### src/rtl/seq_shift_add_multiplier_pkg.sv
// Shared arithmetic package for the sequential multiplier (and the divider beside it).
// Contents:
//   SIZE_DEFAULT - default operand width, common to the multiplier and the divider.
//   state_e      - control FSM state encoding.
package seq_shift_add_multiplier_pkg;

  localparam int unsigned SIZE_DEFAULT = 5;

  typedef enum logic [1:0] {
    ST_IDLE = 2'd0,
    ST_CALC = 2'd1,
    ST_DONE = 2'd2
  } state_e;

endpackage

### src/rtl/seq_shift_add_multiplier_addsub.sv
// Ripple-carry adder/subtractor cell, shared with the restoring divider.
// Ports:
//   a    [size-1:0] in  - first operand
//   b    [size-1:0] in  - second operand
//   mode            in  - 0: a + b, 1: a - b (two's complement, carry-in 1)
//   sum  [size-1:0] out - result
//   cout            out - carry out of the top bit (inverted borrow in subtract mode)
module seq_shift_add_multiplier_addsub
  import seq_shift_add_multiplier_pkg::*;
#(
  parameter int unsigned size = SIZE_DEFAULT
) (
  input  logic [size-1:0] a,
  input  logic [size-1:0] b,
  input  logic            mode,
  output logic [size-1:0] sum,
  output logic            cout
);

  logic [size:0]   carry;
  logic [size-1:0] b_eff;

  always_comb begin
    b_eff    = b ^ {size{mode}};
    carry    = '0;
    carry[0] = mode;
    sum      = '0;
    for (int i = 0; i < int'(size); i++) begin
      sum[i]     = a[i] ^ b_eff[i] ^ carry[i];
      carry[i+1] = (a[i] & b_eff[i]) | (a[i] & carry[i]) | (b_eff[i] & carry[i]);
    end
    cout = carry[size];
  end

endmodule

### src/rtl/seq_shift_add_multiplier.sv
// Sequential unsigned shift-add multiplier, one partial product per clock.
// Ports:
//   clk                    in  - clock, rising edge
//   rst_n                  in  - synchronous active-low reset
//   start                  in  - operation request, only honoured while idle
//   A        [SIZE-1:0]    in  - multiplicand, captured on accepted start
//   B        [SIZE-1:0]    in  - multiplier, captured on accepted start
//   product  [2*SIZE-1:0]  out - registered A*B, held until the next completion
//   busy                   out - operation in progress (CALC or DONE)
//   done                   out - one-cycle pulse, product valid from this cycle on
module seq_shift_add_multiplier
  import seq_shift_add_multiplier_pkg::*;
#(
  parameter int unsigned SIZE = SIZE_DEFAULT
) (
  input  logic              clk,
  input  logic              rst_n,
  input  logic              start,
  input  logic [SIZE-1:0]   A,
  input  logic [SIZE-1:0]   B,
  output logic [2*SIZE-1:0] product,
  output logic              busy,
  output logic              done
);

  localparam int unsigned  CW   = (SIZE > 1) ? $clog2(SIZE) : 1;
  localparam logic [CW-1:0] LAST = CW'(SIZE - 1);

  state_e              state_q, state_d;
  logic [SIZE-1:0]     m_q, m_d;
  logic [SIZE-1:0]     acc_q, acc_d;
  logic [SIZE-1:0]     q_q, q_d;
  logic [CW-1:0]       count_q, count_d;
  logic [2*SIZE-1:0]   product_q, product_d;
  logic                done_q, done_d;

  logic [SIZE-1:0]     addend;
  logic [SIZE-1:0]     sum;
  logic                carry;
  logic [SIZE-1:0]     acc_sh, q_sh;

  assign addend = q_q[0] ? m_q : '0;

  seq_shift_add_multiplier_addsub #(
    .size (SIZE)
  ) u_addsub (
    .a    (acc_q),
    .b    (addend),
    .mode (1'b0),
    .sum  (sum),
    .cout (carry)
  );

  // {C,Sum,Q} >> 1: the carry lands in the top of Acc, so nothing is ever lost.
  assign acc_sh = {carry, sum[SIZE-1:1]};
  assign q_sh   = {sum[0], q_q[SIZE-1:1]};

  always_comb begin
    state_d   = state_q;
    m_d       = m_q;
    acc_d     = acc_q;
    q_d       = q_q;
    count_d   = count_q;
    product_d = product_q;
    done_d    = 1'b0;
    unique case (state_q)
      ST_IDLE: begin
        if (start) begin
          m_d     = A;
          q_d     = B;
          acc_d   = '0;
          count_d = '0;
          state_d = ST_CALC;
        end
      end
      ST_CALC: begin
        acc_d   = acc_sh;
        q_d     = q_sh;
        count_d = count_q + 1'b1;
        if (count_q == LAST) begin
          // Register the final value on the way into DONE so done and product
          // appear together in the cycle after the last iteration.
          product_d = {acc_sh, q_sh};
          done_d    = 1'b1;
          state_d   = ST_DONE;
        end
      end
      ST_DONE: begin
        state_d = ST_IDLE;
      end
      default: begin
        state_d = ST_IDLE;
      end
    endcase
  end

  always_ff @(posedge clk) begin
    if (!rst_n) begin
      state_q   <= ST_IDLE;
      m_q       <= '0;
      acc_q     <= '0;
      q_q       <= '0;
      count_q   <= '0;
      product_q <= '0;
      done_q    <= 1'b0;
    end else begin
      state_q   <= state_d;
      m_q       <= m_d;
      acc_q     <= acc_d;
      q_q       <= q_d;
      count_q   <= count_d;
      product_q <= product_d;
      done_q    <= done_d;
    end
  end

  assign product = product_q;
  assign done    = done_q;
  assign busy    = (state_q != ST_IDLE);

endmodule

### config.mk
export PLATFORM = sky130hd
export DESIGN_NAME = seq_shift_add_multiplier
export DESIGN_NICKNAME = d
export VERILOG_FILES = /design/src/rtl/seq_shift_add_multiplier_pkg.sv /design/src/rtl/seq_shift_add_multiplier_addsub.sv /design/src/rtl/seq_shift_add_multiplier.sv
export SDC_FILE = /design/constraint.sdc
export NUM_CORES = 1
export LEC_CHECK = 0
export ABC_CLOCK_PERIOD_IN_PS = 3300
export BUFFER_PORTS_ARGS = -buffer_cell sky130_fd_sc_hd__buf_2
export CAP_MARGIN = 20
export CORE_MARGIN = 2
export CORE_UTILIZATION = 30
export CTS_BUF_LIST = sky130_fd_sc_hd__clkbuf_2
export DETAILED_ROUTE_END_ITERATION = 7
export PLACE_DENSITY = 0.48
export SKIP_LAST_GASP = 1
export SLEW_MARGIN = 0
export SYNTH_ARGS = -nofsm -noshare
export SYNTH_HDL_FRONTEND = slang
export SYNTH_SLANG_ARGS = --single-unit
export TNS_END_PERCENT = 1
### constraint.sdc
create_clock -name clk -period 3.3 [get_ports clk]
set_clock_uncertainty 0.1 [all_clocks]
set_input_delay 0.165 -clock clk [delete_from_list [all_inputs] [get_ports clk]]
set_output_delay 0.165 -clock clk [all_outputs]
set_load 0.02 [all_outputs]
After elaboration in Yosys (flattened, before gate mapping)
Index checks and enable logic that the tools add are counted.

storage, ports and cells
  input bits = 13
  register bits after elaboration = 31

cells by class
  reduce and logical (&&, ||, !) cells = 8
  bitwise operators = 30
  add/subtract/negate cells = 1
  muxes and demuxes = 11
  eq/ne operators = 4

operators with widths
  kind                   number
  $pmux W5 S2            2
  $mux W5                3
  $and A1 B1 Y1          13
  $reduce_and A2 Y1      5
  $xor A1 B1 Y1          9
  $or A1 B1 Y1           8
  $pmux W3 S2            1
  $mux W2                2
  $ne A2 B2 Y1 const B   2
  $pmux W2 S2            1
  $reduce_bool A2 Y1     2
  $add A3 B1 Y3 const B  1
  $eq A3 B3 Y1 const B   1
  $mux W3                1
  $eq A2 B1 Y1 const B   1
  $logic_not A2 Y1       1
  $mux W1                1

Logic depth before layout (Yosys ltp)
Gate-level depths: netlist of the first run.

  depth after elaboration = 15
  gate-level depth with buffers = 11

By module
From an unflattened synthesis of the first run, not the netlist that was laid out.

second synthesis, totals
  cells, all modules = 151
  area total of the unflattened synthesis = 1411.4 µm²

modules (own cells, without submodules)
  module                           instances  area an instance (µm²)  cells each  sequential area each (µm²)
  seq_shift_add_multiplier         1          1242.4                  134         620.6
  seq_shift_add_multiplier_addsub  1          168.9                   17          0.0

Least setup slack after synthesis of the first run
No wires, ideal clock.

  path type = reg2reg
  from = register q_q[0]
  to = register acc_q[3]
  stages on the path, launching flop included = 12
  arrival = 2.315 ns
  setup slack = 0.757 ns
  required time = 3.072 ns
  cells stage by stage = dfxtp_1 > and2_1 > ha_1 > inv_1 > fa_1 > inv_1 > fa_1 > inv_1 > fa_1 > fa_1 > a2bb2oi_1 > nor2_1

between the ends
  longest elaborated chain between the ends = 13
  elaborated cells between the ends (all ways) = 20

RTL lines
  item                        line                                   RTL
  start: declaration          seq_shift_add_multiplier.sv:32         logic [SIZE-1:0] q_q, q_d;
  start signal: assignment    seq_shift_add_multiplier.sv:110        q_q <= q_d;
  $mux W5 (*)                 seq_shift_add_multiplier.sv:42         assign addend = q_q[0] ? m_q : '0;
  $and A1 B1 Y1 (2 in a row)  seq_shift_add_multiplier_addsub.sv:30  carry[i+1] = (a[i] & b_eff[i]) | (a[i] & carry[i]) | (b_eff[i] & carry[i]);
  $or A1 B1 Y1 (2 in a row)   seq_shift_add_multiplier_addsub.sv:30
  $and A1 B1 Y1               seq_shift_add_multiplier_addsub.sv:30
  $or A1 B1 Y1 (2 in a row)   seq_shift_add_multiplier_addsub.sv:30
  $and A1 B1 Y1               seq_shift_add_multiplier_addsub.sv:30
  $or A1 B1 Y1 (2 in a row)   seq_shift_add_multiplier_addsub.sv:30
  $xor A1 B1 Y1 (*)           seq_shift_add_multiplier_addsub.sv:29  sum[i] = a[i] ^ b_eff[i] ^ carry[i];
  $pmux W5 S2 (*)             seq_shift_add_multiplier.sv:66         unique case (state_q)
  end signal: assignment      seq_shift_add_multiplier.sv:101        acc_q <= '0;
  end signal: assignment      seq_shift_add_multiplier.sv:109        acc_q <= acc_d;
  end: declaration            seq_shift_add_multiplier.sv:31         logic [SIZE-1:0] acc_q, acc_d;

Every way passes the cells marked *; elsewhere a longest branch is shown, timed or not.
A chain may end at the register's enable or synchronous reset.

Worst setup path after layout of the first run
Ends and elaborated chain as after synthesis.

==> results of run 1 <==
-- layout by cell type, fill, tap and decap left out, drive strengths merged --
cell         netlist  routed
inv               10      10
ha                 3       3
a21oi              1       1
nor3b              2       2
fa                 4       4
o21ai              1       1
a31oi              1       1
nor2              17      17
mux2i             11      11
clkinv             1       3
and2               2       2
o2bb2ai            4       4
a22o               6       6
nand2              5       5
o21ba              1       1
a22oi              2       2
dlygate4sd3        0       6
clkbuf             0       6
a211oi             5       5
nand2b             1       1
or3                1       1
a2bb2oi            4       4
nor2b              1       1
buf                5      24
and2b              1       1
a311oi             1       1
or2                1       1
o21bai             1       1
dfxtp             31      31
-- cell families after synthesis --
kind of cell    after synthesis  synth area share
compound gates               27             0.178
flops                        31             0.467
simple gates                 31             0.122
fa+ha+maj                     7            0.0886
mux                          11            0.0829
buf+inv                      16            0.0613
-- state kept, by name, indices dropped and copies added, names as in the netlist --
register / count
product: 10
acc_q: 5
m_q: 5
q_q: 5
count_q: 3
state_q: 2
done: 1
-- stage by stage --
stage,std cells,util,area [um2]
global placement,194,0.344,1480
CTS,207,0.365,1570
finish,208,0.367,1580
floorplan,123,-,1330
detailed placement,194,0.344,1480
global route,208,0.367,1580
-- synthesized netlist by cell type --
| cell type | number | area, um2 |
|---|---|---|
| sky130_fd_sc_hd__o21ai_0 | 1 | 5.00 |
| sky130_fd_sc_hd__nor2b_1 | 1 | 6.26 |
| sky130_fd_sc_hd__inv_1 | 10 | 37.5 |
| sky130_fd_sc_hd__a311oi_1 | 1 | 8.76 |
| sky130_fd_sc_hd__dfxtp_1 | 31 | 621 |
| sky130_fd_sc_hd__nor2_1 | 17 | 63.8 |
| sky130_fd_sc_hd__buf_1 | 2 | 7.51 |
| sky130_fd_sc_hd__ha_1 | 3 | 37.5 |
| sky130_fd_sc_hd__mux2i_1 | 11 | 110 |
| sky130_fd_sc_hd__nand2b_4 | 1 | 13.8 |
| sky130_fd_sc_hd__buf_2 | 1 | 5.00 |
| sky130_fd_sc_hd__and2_1 | 2 | 12.5 |
| sky130_fd_sc_hd__o21ba_2 | 1 | 10.0 |
| sky130_fd_sc_hd__nor3b_4 | 1 | 18.8 |
| sky130_fd_sc_hd__nand2_1 | 5 | 18.8 |
| sky130_fd_sc_hd__nor3b_1 | 1 | 7.51 |
| sky130_fd_sc_hd__fa_1 | 4 | 80.1 |
| sky130_fd_sc_hd__and2b_1 | 1 | 7.51 |
| sky130_fd_sc_hd__a2bb2oi_1 | 4 | 35.0 |
| sky130_fd_sc_hd__clkinv_4 | 1 | 8.76 |
| sky130_fd_sc_hd__or2_2 | 1 | 6.26 |
| sky130_fd_sc_hd__o21bai_2 | 1 | 11.3 |
| sky130_fd_sc_hd__a22o_1 | 6 | 52.6 |
| sky130_fd_sc_hd__o2bb2ai_1 | 4 | 35.0 |
| sky130_fd_sc_hd__a22oi_1 | 2 | 15.0 |
| sky130_fd_sc_hd__or3_1 | 1 | 6.26 |
| sky130_fd_sc_hd__a21oi_1 | 1 | 5.00 |
| sky130_fd_sc_hd__a211oi_1 | 5 | 37.5 |
| sky130_fd_sc_hd__buf_6 | 2 | 22.5 |
| sky130_fd_sc_hd__a31oi_4 | 1 | 21.3 |
-- final cells by class --
| cell class | instances | area share |
|---|---|---|
| inverter | 11 | 0.0294 |
| multi-input combinational | 76 | 0.397 |
| tap | 52 | 0.0413 |
| clock buffer | 6 | 0.0191 |
| clock inverter | 2 | 0.00477 |
| sequential | 31 | 0.394 |
| timing repair buffer | 30 | 0.114 |
-- power by group through the flow --
stage	registers [mW]	clock network, mW	logic, mW
after floorplan	0.402	0	0.0499
after detailed placement	0.407	0	0.0631
after global routing	0.402	0.203	0.0758
final	0.399	0.176	0.0676
after global placement	0.407	0	0.0624
after CTS	0.399	0.187	0.0681
-- worst min path at each step --
stage | start | end | slack, ps
after floorplan | A[0] | m_q[0] | 210
after global placement | A[1] | m_q[1] | 300
after detailed placement | A[2] | m_q[2] | 310
after CTS | B[4] | q_q[4] | 10
after global routing | B[2] | q_q[2] | 7
final | B[3] | q_q[3] | 50
-- worst max-delay path, stage by stage (launching register included) --
cell	delay, ps
sky130_fd_sc_hd__dfxtp_1	440
sky130_fd_sc_hd__and2_1	150
sky130_fd_sc_hd__ha_1	130
sky130_fd_sc_hd__inv_1	40
sky130_fd_sc_hd__fa_1	340
sky130_fd_sc_hd__inv_1	70
sky130_fd_sc_hd__fa_1	150
sky130_fd_sc_hd__inv_1	40
sky130_fd_sc_hd__fa_1	370
sky130_fd_sc_hd__fa_1	510
sky130_fd_sc_hd__a2bb2oi_1	170
sky130_fd_sc_hd__nor2_1	50
-- per-layer routing --
| metal | routed length [um] | part of all wire |
|---|---|---|
| met2 | 1200 | 0.45 |
| met3 | 149 | 0.056 |
| met4 | 55 | 0.021 |
| met1 | 1250 | 0.47 |
| met5 | 0 | 0 |
==> results.txt, run 1 <==
- Slew headroom: 0.515
* Setup repair after global routing missed its margin: false
- The global routing stage identified its most utilized layer as met2.
* Number of synthesized register bits: 31
- Max-cap violations in this run came to 0.
- After synthesis, the mean cell area works out to 10.8 um2.
- For this run, global-route usage on met3 was measured as 0.0404.
- From left edge to right edge, the die measures 70.5 um.
- Global routing finished with a remaining overflow of 0.
- In the finished design, the share of the clock period the worst path needs comes to 0.820.
- Synthesis-to-finish area growth: 18.7%
- Top fanout value on the critical path: 6
- Signal arrival time at the worst endpoint: 2840 ps
* Postcts setup bufs: 0
* Overall die area: 4970 um2
- Of the cells placed in the final design, the portion with a size suffix greater than 1 is 0.237.
- Switching Fraction: 0.267
* Relative contribution of the clock network to total power: 0.274
- Post-Syn Instances: 123
- The worst register-to-register path begins at q_q[0].
- The H-tree was split into 2 levels.
* Cell area after synthesis: 1330 um2
* Clock sinks: 31
* Status: finished clean
* Grt met2 use: 0.176
* IO buf count: 24
- The detail route stage leaves a number of antenna-violating nets equal to 0.
* R2R depth: 11
* Sequential share of power: 0.621
- Starting Density: 0.309
* Clock latency at the later pin of the worst-skew pair: 350 ps
* Global-route wire length before repair: 4470 um
- Per-cell routed wire length: 12.8 um
- The number of global-route vias before repair is 956.
- TritonCTS built the clock tree.
* Number of detailed-route iterations in the first pass: 4
* Number of buffers inserted for hold repair after clock tree synthesis: 5
- Leak pwr: 0.675 nW
- The worst path meets setup with 593 ps of slack.
* Sequential cell area: 621 um2
* Number of antenna violations at the first check in global routing: 0
- Yosys printed 0 warnings.
- Transition time at the pin with the least slew margin: 726 ps
* Worst setup endpoint: acc_q[3]
- The region available for standard cell placement spans 4290 um2.
* Endpoint of the worst register-to-register path: acc_q[3]
- Counting instances, the worst hold path has a depth of 3.
- Crit start category: flop
- Final critical path time including I/O delays and setup: 2710 ps
- Overall die height: 70.5 um
- Clock transition at the register clock pins on the worst setup and hold paths after CTS: 160 ps
- Diodes inserted: 0
- Footprint of the multi-input gates: 626 um2
* Resized Gates After CTS: 0
* Vias per Instance: 4.68
- VDD sags by at most 180 uV.
- Total half-perimeter wirelength after legalization and detailed placement: 1910 um
- Fin Setup TNS: 0 ps
- CTS Buf Count: 5
- Kind of critical path: flop to flop
- Final count of hold timing violations: 0
- Net count of the mapped netlist: 143
- Kind of end point of the critical path: flop
- Total Power Consumption: 0.643 mW
* Worst Hold Margin: 49.1 ps
- Internal: 0.471 mW
- Largest net degree at the start of global routing: 22
- The tree is rooted in a sky130_fd_sc_hd__clkbuf_2.
* Highest attainable clock frequency: 369 MHz
- The congestion estimate from routability-driven global placement came to 0.708.
- Final setup violation count: 0
* Maximum buffer depth of the clock tree: 2
- Number of distinct library cells after synthesis: 30
- DP Worst Slack: 607 ps
- Summed over all nets, the switching power comes to 0.171 mW.
* Total routed wirelength: 2660 um
* Met1 Resource Use GR: 0.151
- Number of top-level pins: 25
- In this run the worst setup path begins at q_q[0].
- The tightest min-delay check is of the input port to flop type.
- Total GRT Usage: 0.117
* Vias: 973
- Power density over the cells: 408 nW/um2
* Sequential share of the synthesized area: 0.467
- The worst register-to-register path has a setup slack of 590 ps.
- Final number of max-transition violations: 0
- Fill cells in the final layout number 455.
* Violation count after the first detailed-route iteration: 16
- At the end of the flow, the number of nets in the layout was 175.
- Of the total power, combinational logic draws 0.105.
- After detailed routing, the number of remaining DRC violations is 0.
* Floorplan row count: 24
- Required time at the endpoint of the critical path: 3430 ps
(Power assumes the default switching activity.)
==> inputs of run 2 (changes only) <==
Settings changed: ABC_CLOCK_PERIOD_IN_PS 3300 to 2400, PLACE_DENSITY 0.48 to 0.5.
Clock period 3.3 ns to 2.4 ns, I/O delays scaled along.
==> run 2 against run 1 <==
The run now ends with negative setup slack left. Sequential share of layout area down 2.0 points. Non-clock buffer count rose by 8. Routed wire length rose by 2.4%. Utilization rose by 2.1 points. Critical endpoint is now product[8]. Largest cell class unchanged.
==> results.txt, run 2 (synthesis results as in run 1) <==
* Status: finished, violations left
* Violated checks: negative setup slack
* Final count of hold timing violations: 0
- The number of antenna diodes in the final layout is 0.
- TritonCTS clock tree: built
* Die Wd: 70.5 um
- For the worst-skew pair, the clock arrives at the later sink with an insertion delay of 360 ps.
- After detailed routing, the average wire length per cell comes to 12.7 um.
- The die covers 4970 um2.
- Clock tree synthesis selected as its root buffer the cell sky130_fd_sc_hd__clkbuf_2.
- The library cell used most frequently in the layout, excluding fill and tap cells, is sky130_fd_sc_hd__dfxtp_1.
- CTS Buf Count: 5
- The initial utilization of the core area, before any placement, comes to 0.309.
- Violation count after the first detailed-route iteration: 27
- At the worst endpoint, the required time is 2590 ps.
* Final critical path time including I/O delays and setup: 2540 ps
- Number of top-level pins: 25
- After detailed routing, the number of remaining DRC violations is 0.
- Largest net degree at the start of global routing: 22
* Post-DRT Antenna Nets: 0
* Overall die height: 70.5 um
- Clock sinks: 31
- Inst Count DP: 199
- The floorplan has 24 rows.
- The worst pin sits at a relative slew slack of 0.569.
* Total GRT Usage: 0.123
* Cell Count, Final, Fillers Out: 214
- Vias: 988
- The H-tree was split into 2 levels.
* Highest attainable clock frequency: 394 MHz
- Global-route wire length before repair: 4610 um
* Fin nets: 183
- Along the worst path, the maximum fanout reaches 2.
* Ratio of cells with drive above 1 in the final layout: 0.327
- For the worst setup path, the data arrival time is 2730 ps.
* Worst-case vdd ir drop: 205 uV
* Crit start category: flop
* Maximum buffer depth of the clock tree: 2
* Number of flip-flops under the largest register name: 10
* Congestion Overflow GR: 0
- Synthesis-to-finish area growth: 25.5%
* Area post-placement: 1520 um2
- The tightest min-delay check is of the input port to flop type.
- Clock-pin slew was measured on the worst setup and hold paths at 140 ps.
* Commonest cells after routing, fill and taps aside: sky130_fd_sc_hd__dfxtp_1 (29), sky130_fd_sc_hd__buf_2 (24), sky130_fd_sc_hd__nor2_1 (17)
- Transition time at the pin with the least slew margin: 646 ps
* Layout fillers: 448
- Setup repair after global routing could not meet its margin everywhere.
- The analysis attributes to cell leakage a power of 0.707 nW.
* Power density over the cells: 533 nW/um2
* Kind of critical path: flop to flop
* Total half-perimeter wirelength after legalization and detailed placement: 1910 um
* Final number of max-transition violations: 0
- Area of the core region: 4290 um2
- Vias per Instance: 4.62
* Postcts setup bufs: 0
- After routing the design area is 1670 um2.
- IO buf count: 24
- Number of detailed-route iterations in the first pass: 4
- At the placement stage, the worst setup path has a slack of -185 ps.
- At the end of routability-driven placement, the weighted congestion stood at 0.686.
* Number of antenna violations at the first check in global routing: 0
* Kind of end point of the critical path: flop
- The number of global-route vias before repair is 996.
- The tool flagged a number of max-cap violations equal to 0.
- In the finished design, the share of the clock period the worst path needs comes to 1.06.
- Setup violations remaining at the end of the flow were counted as 3.
* Total routed wirelength: 2720 um
- Setup slack on the critical path of the routed design comes to -139 ps.
run 2: area by class of cell:
type	count	area, um2	share of cell area
clock buffers	6	30.0	0.0180
inverters	11	46.3	0.0278
multi-input cells	76	654	0.393
flip-flops and latches	31	623	0.374
well taps	52	65.1	0.0390
repair buffers	38	248	0.149
run 2: report_power, final:
| part | leakage [nW] | internal (mW) | total, mW | switching (mW) |
|---|---|---|---|---|
| Sequential | 0.253 | 0.532 | 0.547 | 0.0154 |
| Clock | 0.0249 | 0.0658 | 0.235 | 0.169 |
| Combinational | 0.429 | 0.0555 | 0.106 | 0.0507 |
| Total | 0.707 | 0.653 | 0.888 | 0.235 |
run 2: metal layers:
metal / GRT usage / share of wire
met4: 0.0577 / 0.020
met1: 0.149 / 0.47
met3: 0.0390 / 0.049
met5: 0 / 0
met2: 0.198 / 0.46
run 2: final timing paths:
check          endpoint  startpoint  slack [ps]  depth (start not counted)
max          product[8]      m_q[0]        -140                         11
min reg2reg  product[8]  product[8]         380                          1
max reg2reg  product[8]      m_q[0]        -140                         11
min              q_q[0]        B[0]          50                          3
run 2: repair_timing:
action	in CTS	in global routing
hold buffers	8	1
cloned	0	0
hold endpoints to repair	8	1
pin swaps	3	6
setup endpoints to repair	3	4
resized for setup	7	3
run 2: metrics by stage:
stage	power, mW	utilization	TNS (ps)	hold slack (ps)
floorplan	0.621	-	-84.5	167
global placement	0.651	0.354	-178	257
detailed placement	0.652	0.354	-401	268
CTS	0.899	0.384	-350	9.12
global route	0.936	0.388	-642	38.5
finish	0.888	0.388	-335	49.2
run 2: critical path, cell delays in order, from the launching register on:
cell and delay [ps]:
sky130_fd_sc_hd__dfxtp_2 350, sky130_fd_sc_hd__and2_4 140, sky130_fd_sc_hd__ha_4 120, sky130_fd_sc_hd__inv_2 40, sky130_fd_sc_hd__fa_2 340, sky130_fd_sc_hd__inv_2 60, sky130_fd_sc_hd__fa_2 180, sky130_fd_sc_hd__inv_2 40
sky130_fd_sc_hd__fa_2 330, sky130_fd_sc_hd__fa_1 500, sky130_fd_sc_hd__buf_4 150, sky130_fd_sc_hd__o2bb2ai_1 110
==> inputs of run 3 (changes only) <==
Settings changed: BUFFER_PORTS_ARGS -buffer_cell sky130_fd_sc_hd__buf_2 to unset, DONT_BUFFER_PORTS set to 1, PLACE_DENSITY 0.5 to 0.45.
==> run 3 against run 2 <==
The flow still finishes with violations (negative setup slack). First-iteration DRC count increased by 63%. Non-clock buffer count decreased by 17. Final area decreased by 3.3%. Final cell count decreased by 7.5%. Routed wire length increased by 2.6%. Sequential power about the same. Worst hold slack got worse by 47 ps. Via count decreased by 5.2%. Fmax increased by 0.41%.
==> results.txt, run 3 (synthesis results as in run 1) <==
* Status: finished, violations left
- Violated checks: negative setup slack
- Final number of max-transition violations: 0
* DRC viols: 0
* Kind of end point of the critical path: flop
- Power density over the cells: 554 nW/um2
* Cell with the largest stage delay on the worst path: sky130_fd_sc_hd__fa_1
- Timing would allow up to 395 MHz.
- For the worst setup path, the data arrival time is 2710 ps.
- For the pin with the worst max-slew slack, the measured transition is 700 ps.
* DP Worst Slack: -155 ps
- Setup repair after global routing missed its margin: true
- After the last flow step, the layout net total stands at 166.
- Summed over all nets, the half-perimeter wirelength after detailed placement is 1910 um.
- Footprint of the multi-input gates: 646 um2
- After the flow finishes, the layout carries non-filler instances totaling 198.
* Kind of critical path: flop to flop
* Sequential cell area: 623 um2
- The number of antenna violations at the first check in global routing came to 0.
- Maximum buffer depth of the clock tree: 2
- Number of detailed-route iterations in the first pass: 4
- The number of placed instances, taps included, is 175.
- For this run, the share of the core covered by cells in the final layout is 0.375.
- Buffer type at the clock tree root: sky130_fd_sc_hd__clkbuf_2
* Area post-placement: 1400 um2
- Cell area after layout: 1610 um2
* Commonest non-fill, non-tap cell in the layout: sky130_fd_sc_hd__dfxtp_1
- Hold timing on the final database bottoms out at a slack of 2.50 ps.
- Congestion Overflow GR: 0
- CTS Buf Count: 5
- Summing over every cut layer, the via total after detailed routing is 937.
- Per-cell routed wire length: 14.1 um
- Worst setup endpoint: acc_q[3]
* Largest net degree at the start of global routing: 14
* Worst-case vdd ir drop: 263 uV
- Of the cells placed in the final design, the portion with a size suffix greater than 1 is 0.178.
- Traced cell by cell, the critical path runs through and2_1 > ha_2 > inv_1 > fa_2 > inv_2 > fa_1 > inv_1 > fa_2 > fa_1 > a2bb2oi_2 > nor2_1.
* Clock transition at the register clock pins on the worst setup and hold paths after CTS: 170 ps
* Crit start category: flop
- For this design, the sink count on the clock tree is 31.
- Slew headroom: 0.533
- In the finished design, the share of the clock period the worst path needs comes to 1.05.
* Floorplan row count: 24
* # H-tree levels: 2
- Via count of the first global-routing pass: 1,046
- Dividing the detail-routed via count by the number of cells gives 4.73.
- TritonCTS built the clock tree.
- During placement, the flow inserted port buffers numbering 0.
* Total GRT Usage: 0.130
- Global-route wire length before repair: 4930 um
* Area of the core region: 4290 um2
* Layout fillers: 431
- The number of hold-slack violations in the final timing report came to 0.
- Total routed wirelength: 2800 um
- R2R depth: 11
- Max-cap violations in this run came to 0.
* Overall die height: 70.5 um
* Commonest cells after routing, fill and taps aside: sky130_fd_sc_hd__dfxtp_1 (29), sky130_fd_sc_hd__nor2_1 (17), sky130_fd_sc_hd__dlygate4sd3_1 (16)
* Reg-to-reg critical path startpoint: m_q[0]
- Final setup violation count: 3
- Violation count after the first detailed-route iteration: 44
- Starting Density: 0.309
* Overall die area: 4970 um2
- Final critical path time including I/O delays and setup: 2530 ps
- Register-to-register setup slack: -130 ps
* Worst Hold Class: input port to flop
- In this run the worst setup path begins at m_q[0].
- The worst register-to-register path ends at acc_q[3].
- Data on the critical path is required at its endpoint by 2580 ps.
- For this run, the slowest stage of the critical path takes 560 ps.
- Clock latency at the later pin of the worst-skew pair: 370 ps
- The congestion estimate from routability-driven global placement came to 0.754.
- Post-DRT Antenna Nets: 0
- In this run the worst path has a maximum fanout of 2.
* Min setup slack post-route: -129 ps
- Compared with the post-synthesis result, the final layout area differs by 21.4%.
- Leak pwr: 0.633 nW
- From left edge to right edge, the die measures 70.5 um.
- 0 antenna diodes ended up in the layout.
- Number of top-level pins: 25
- Number of flip-flops under the largest register name: 10
run 3: cell types whose count changed in the layout (fill, tap and decap cells not counted), sizes merged:
| cell | delta |
|---|---|
| clkinv | +2 |
| buf | -24 |
| dlygate4sd3 | +7 |
| clkbuf | -1 |
run 3: cell type report:
type / instances / area share
timing repair buffer: 21 / 0.123
tap: 52 / 0.0404
inverter: 11 / 0.0287
sequential: 31 / 0.387
multi-input combinational: 76 / 0.401
clock buffer: 5 / 0.0155
clock inverter: 2 / 0.00543
run 3: metal layers:
layer / share of wire / global-route usage / vias to the layer above
met5: 0 / 0 / -
met4: 0.019 / 0.0620 / 0
met3: 0.069 / 0.0563 / 7
met2: 0.46 / 0.196 / 25
met1: 0.45 / 0.161 / 436
li1: - / - / 469
run 3: worst min-delay path by stage:
stage | slack, ps | end | start | depth (start not counted)
3_5_place_dp | 180 | m_q[4] | A[4] | 2
6_report | 2 | q_q[0] | start | 2
2_1_floorplan | 170 | m_q[0] | A[0] | 2
5_1_grt | 10 | m_q[4] | start | 3
3_3_place_gp | 180 | m_q[2] | A[2] | 2
4_1_cts | 2 | q_q[0] | start | 2
run 3: power by group:
group          total [mW]  internal, mW  switching (mW)
Combinational       0.109        0.0580          0.0506
Sequential          0.548         0.532          0.0158
Clock               0.237        0.0615           0.175
run 3: through the flow:
stage	setup TNS (ps)	power, mW
after global placement	-163	0.641
after detailed placement	-287	0.643
after CTS	-121	0.910
after floorplan	-84.5	0.621
after global routing	-701	0.946
final	-264	0.893
run 3: repair_timing:
action	in CTS	in global routing
hold buffers	16	0
endpoints found under the setup margin	3	4
resized for setup	3	3
pin swaps	1	1
hold endpoints to repair	14	0
buffers inserted	0	0
run 3: worst max-delay path, delay by kind of cell (launching register included):
family,cells,cell delay (ps)
AOI/OAI and AO/OA,1,140
adders and majority gates,5,1520
buffers and inverters,3,150
DFF,1,360
and+or+nand+nor,2,170
